### config.mk
export PLATFORM = sky130hd
export DESIGN_NAME = uart_tx
export DESIGN_NICKNAME = d
export VERILOG_FILES = /design/src/rtl/uart_tx.sv
export SDC_FILE = /design/constraint.sdc
export NUM_CORES = 1
export LEC_CHECK = 0
export ABC_AREA = 1
export BUFFER_PORTS_ARGS = -buffer_cell sky130_fd_sc_hd__buf_4
export CAP_MARGIN = 15
export CELL_PAD_IN_SITES_DETAIL_PLACEMENT = 2
export CELL_PAD_IN_SITES_GLOBAL_PLACEMENT = 2
export CORE_UTILIZATION = 33
export DETAILED_ROUTE_END_ITERATION = 10
export GPL_TIMING_DRIVEN = 0
export PLACE_DENSITY = 0.8
export REMOVE_ABC_BUFFERS = 1
export SYNTH_ARGS = -nofsm -noshare
export SYNTH_HDL_FRONTEND = slang
export SYNTH_SLANG_ARGS = --single-unit
### constraint.sdc
create_clock -name clk -period 2.5 [get_ports clk]
set_input_delay 0.25 -clock clk [delete_from_list [all_inputs] [get_ports clk]]
set_output_delay 0.25 -clock clk [all_outputs]
set_load 0.05 [all_outputs]
### src/rtl/uart_tx.sv
// UART transmitter: 8N1/8N2 framing, five sample ticks per bit, one-byte holding
// register in front of the shift register so frames can run back-to-back.
module uart_tx #(
    parameter  int unsigned STOP_BITS = 1,
    localparam int unsigned DIV_W     = 10,
    localparam int unsigned BYTE_W    = 8
) (
    input  logic              clk,
    input  logic              rst,
    input  logic              en,
    input  logic [DIV_W-1:0]  over_sample_clk_cnt,
    input  logic [BYTE_W-1:0] tx_byte,
    input  logic              tx_byte_valid,
    output logic              tx_byte_ready,
    output logic              txd,
    output logic              tx_busy
);

    localparam int unsigned SUB_W = 3;
    localparam int unsigned IDX_W = 3;
    localparam logic [SUB_W-1:0] LAST_SUB  = SUB_W'(4);
    localparam logic [IDX_W-1:0] LAST_DATA = IDX_W'(7);
    localparam logic [IDX_W-1:0] LAST_STOP = IDX_W'(STOP_BITS - 1);

    typedef enum logic [1:0] {IDLE, START, DATA, STOP} state_e;

    state_e              state_q, state_d;
    logic [DIV_W-1:0]    div_q, div_d;
    logic [DIV_W-1:0]    tick_cnt_q, tick_cnt_d;
    logic [SUB_W-1:0]    sub_cnt_q, sub_cnt_d;
    logic [IDX_W-1:0]    bit_idx_q, bit_idx_d;
    logic [BYTE_W-1:0]   shift_q, shift_d;
    logic [BYTE_W-1:0]   hold_byte_q, hold_byte_d;
    logic                hold_full_q, hold_full_d;
    logic                txd_q, txd_d;
    logic                ready_q, ready_d;
    logic                busy_q, busy_d;

    logic tick_c;
    logic bit_end_c;
    logic accept_c;
    logic frame_start_c;

    assign tick_c        = (tick_cnt_q == div_q);
    assign bit_end_c     = tick_c && (sub_cnt_q == LAST_SUB);
    assign accept_c      = tx_byte_valid && ready_q;
    assign frame_start_c = en && (state_d == START) && (state_q != START);

    // State and datapath registers
    always_ff @(posedge clk) begin
        if (!rst) begin
            state_q     <= IDLE;
            div_q       <= '0;
            tick_cnt_q  <= '0;
            sub_cnt_q   <= '0;
            bit_idx_q   <= '0;
            shift_q     <= '0;
            hold_byte_q <= '0;
            hold_full_q <= 1'b0;
            txd_q       <= 1'b1;
            ready_q     <= 1'b0;
            busy_q      <= 1'b0;
        end else begin
            state_q     <= state_d;
            div_q       <= div_d;
            tick_cnt_q  <= tick_cnt_d;
            sub_cnt_q   <= sub_cnt_d;
            bit_idx_q   <= bit_idx_d;
            shift_q     <= shift_d;
            hold_byte_q <= hold_byte_d;
            hold_full_q <= hold_full_d;
            txd_q       <= txd_d;
            ready_q     <= ready_d;
            busy_q      <= busy_d;
        end
    end

    // Next-state logic; disable abandons any frame in progress
    always_comb begin
        state_d = state_q;
        if (!en) begin
            state_d = IDLE;
        end else begin
            unique case (state_q)
                IDLE:  if (hold_full_q) state_d = START;
                START: if (bit_end_c) state_d = DATA;
                DATA:  if (bit_end_c && (bit_idx_q == LAST_DATA)) state_d = STOP;
                STOP:  if (bit_end_c && (bit_idx_q == LAST_STOP)) begin
                           state_d = hold_full_q ? START : IDLE;
                       end
                default: state_d = IDLE;
            endcase
        end
    end

    // Datapath and registered outputs
    always_comb begin
        div_d       = div_q;
        tick_cnt_d  = tick_cnt_q;
        sub_cnt_d   = sub_cnt_q;
        bit_idx_d   = bit_idx_q;
        shift_d     = shift_q;
        hold_byte_d = hold_byte_q;
        hold_full_d = hold_full_q;

        if (!en) begin
            hold_full_d = 1'b0;
        end else begin
            if (frame_start_c) begin
                shift_d     = hold_byte_q;
                hold_full_d = 1'b0;
                div_d       = over_sample_clk_cnt;
                tick_cnt_d  = '0;
                sub_cnt_d   = '0;
                bit_idx_d   = '0;
            end else if (state_q != IDLE) begin
                if (tick_c) begin
                    tick_cnt_d = '0;
                    if (sub_cnt_q == LAST_SUB) begin
                        sub_cnt_d = '0;
                        if (state_q == DATA) begin
                            shift_d   = shift_q >> 1;
                            bit_idx_d = bit_idx_q + IDX_W'(1);
                        end else if (state_q == STOP) begin
                            bit_idx_d = bit_idx_q + IDX_W'(1);
                        end
                    end else begin
                        sub_cnt_d = sub_cnt_q + SUB_W'(1);
                    end
                end else begin
                    tick_cnt_d = tick_cnt_q + DIV_W'(1);
                end
            end
            // ready_q implies the holding register is empty, so this never races a load
            if (accept_c) begin
                hold_byte_d = tx_byte;
                hold_full_d = 1'b1;
            end
        end

        if (state_d == IDLE) begin
            tick_cnt_d = '0;
            sub_cnt_d  = '0;
            bit_idx_d  = '0;
        end

        unique case (state_d)
            START:   txd_d = 1'b0;
            DATA:    txd_d = shift_d[0];
            default: txd_d = 1'b1;
        endcase

        ready_d = en && !hold_full_d;
        busy_d  = (state_d != IDLE) || hold_full_d;
    end

    assign txd           = txd_q;
    assign tx_byte_ready = ready_q;
    assign tx_busy       = busy_q;

endmodule
==> flow_summary.toml <==
[final_layout]
antenna_cells = 0
fin_nets = 413
fill_cells = 902
area_growth_pct = 20.6
regArea_um2 = 970
drive_gt1_share_pct = 22.8
post-route-cell-area_um2 = 3020
multi_input_area_um2 = 1360

[routing]
wl_per_cell_um = 15.8
avgViaCountPerCell = 4.91
drt_iter0_drc = 34
drc_errors = 0
first_pass_iters = 4
wl_mm = 7.66
vias = 2380
drtAntennaViolNets = 0

[power]
peakVddDrop_uv = 224
power_w = 0.00149
p_leak_nw = 1.23
power_density_nw_per_um2 = 494

[status]
status = "complete, no violations"

[global_routing]
use_met2_pct = 39.2
grt_max_degree = 22
met3_usage_pct = 2.22
grt-busiest-layer = "met2"
first_global_vias = 2507
overflow = 0
grt_usage_pct = 20.5
grt_pass1_wl_mm = 12.2
grt_use_met1_pct = 23.9
antenna_found_initial = 0

[sta]
worst_pin_slew_ns = 0.689
skew_ns = 0.00723
rsz0062_at_grt = "false"
hold_ws_ns = 0.186
period_minus_slack_ns = 2.37
hold_viol = 0
final-setup-viol-count = 0
post-route-period-util_pct = 94.6
setup_tns_ns = 0
timing.final.ws_setup_ns = 0.134
relSlewSlack_pct = 54.0
slew_violations = 0
fmax_ghz = 0.423

[die]
die_h_um = 89.1
core_um2 = 7290
die-area_um2 = 7940
die_w_um = 89.1
num_rows = 31
num_io_pins = 25
start_util_pct = 34.3

[worst_setup_path]
crit_arrival_ns = 2.56
critPathTopFamily = "simple AND/OR/NAND/NOR gates"
path_buf_inv = 4
setup.worst_path.class = "flip-flop to flip-flop"
cpPeakStageDelay_ns = 0.39
worstPathCellList = "inv_2 > nand2_1 > nand2_1 > nor2_4 > inv_1 > nor2_2 > nand3_2 > clkinv_2 > nand3_2 > nand3_4 > nand4_4 > a21oi_4 > inv_2 > nor2_1 > nor2_1"
worst_setup_path_end_kind = "flip-flop"
reg2reg_slack_ns = 0.13
start_kind = "flip-flop"
path_max_fanout = 7
crit_slowest_cell = "dfxtp_2"
required_ns = 2.70

[placement]
place_ws_ns = -0.333
hpwl_mm = 5.03
placed_area_um2 = 2760
gp_congestion = 0.740
numPortBuffers = 24

[cts]
root_buffer = "clkbuf_8"
cts_buffers = 5
ctsHtreeMaxLevel = 2
clock_sinks = 48
clock_latency_ns = 0.31
clockBufferDepth = 2
cts_hold_buffers = 0
cts_tree = "yes"
clkSlewWorstSetupHoldPaths_ns = 0.10

[hold_path]
holdCritPathClass = "input port to flip-flop"

[yosys]
ys.flop_type = "dfxtp_1"
yosys-top-cells-area = "dfxtp_1, nand2_1, nor2_1, inv_1, a21oi_1"
yosysTopAreaCellShare_pct = 38.4
synth_top_area_cell = "dfxtp_1"
async_flop_share_pct = 0
ys_warn_count = 0
ys_types = 35
syn_inst = 353
yosysSeqAreaShare_pct = 38.4
syn_area_per_cell_um2 = 7.09
synth_edf_count = 0
ys_seq_elements = 48
synth_area_um2 = 2500

[flow_run]
cap_violations = 0
## cell type report
class | count | share of cell area (%)
clock buffer | 5 | 2.28
clock inverter | 3 | 1.41
inverter | 52 | 6.51
multi-input combinational | 245 | 45.1
sequential | 48 | 32.1
tap | 99 | 4.10
timing repair buffer | 33 | 8.45
## worst register-to-register path: stages (launching register included)
cell and delay, ns:
dfxtp_2 0.39, inv_2 0.06, nand2_1 0.06, nand2_1 0.08
nor2_4 0.15, inv_1 0.07, nor2_2 0.15, nand3_2 0.13
clkinv_2 0.10, nand3_2 0.08, nand3_4 0.14, nand4_4 0.19
a21oi_4 0.30, inv_2 0.12, nor2_1 0.17, nor2_1 0.08
## per-layer routing
metal | share of wire [%] | vias up
met2 | 52 | 34
met3 | 2.1 | 14
met5 | 0 | -
li1 | - | 1180
met4 | 2.2 | 0
met1 | 44 | 1152
## cell families after synthesis
| family | synth area share, % |
|---|---|
| simple gates | 33.3 |
| buf+inv | 9.79 |
| compound gates | 13.7 |
| flops | 38.4 |
| fa+ha+maj | 3.00 |
| xor+xnor | 1.75 |
## what timing repair did
| action | 4_1_cts | 5_1_grt |
|---|---|---|
| pin swaps | 0 | 6 |
| gates resized for setup | 2 | 20 |
| gates cloned | 1 | 0 |
| buffers inserted | 2 | 7 |
| endpoints found under the setup margin | 33 | 30 |
## sequential cells by signal, indices dropped and copies added, names as in the netlist
register	count
shift_q	8
hold_full_q	1
tx_busy	1
tick_cnt_q	10
hold_byte_q	8
state_q	2
bit_idx_q	3
div_q	10
sub_cnt_q	3
txd	1
tx_byte_ready	1
## cell usage after synthesis (4+ instances only)
master,instances
a21oi_1,28
nand3_2,4
ha_1,6
nand3_1,14
o21ai_0,21
inv_2,7
inv_1,44
nand2_1,82
o21ai_1,5
dfxtp_1,48
nand4_1,6
nor2_1,48
## worst paths after layout
path                          startpoint                          end  cells after the start
max           tick_cnt_q[4]$_SDFFE_PP0P_      shift_q[1]$_SDFFE_PN0P_                     15
max reg2reg   tick_cnt_q[4]$_SDFFE_PP0P_      shift_q[1]$_SDFFE_PN0P_                     15
min               over_sample_clk_cnt[8]        div_q[8]$_SDFFE_PN0P_                      3
min reg2reg  hold_byte_q[5]$_SDFFE_PN0P_  hold_byte_q[5]$_SDFFE_PN0P_                      2
## report_power, final
part	internal [W]	switching [W]	total (W)
Sequential	0.000775	0.00000527	0.000780
Clock	0.000296	0.000280	0.000576
Combinational	0.0000551	0.0000819	0.000137
## through the flow
stage | util (%) | instances
floorplan | - | 344
global placement | 37.8 | 467
detailed placement | 37.9 | 467
CTS | 40.0 | 478
global route | 41.4 | 485
finish | 41.4 | 485
## cells in the final DEF, fill, tap and decap left out, types with 5 or more instances in the layout
master,count
nand3_1,13
dfxtp_2,7
a21oi_1,27
buf_4,32
nand2_1,82
nor2_1,44
inv_1,42
nand4_1,6
inv_2,9
nor2_2,5
o21ai_1,6
dfxtp_1,41
clkbuf_8,5
ha_1,6
o21ai_0,20
Power figures use the tool's default switching activity.
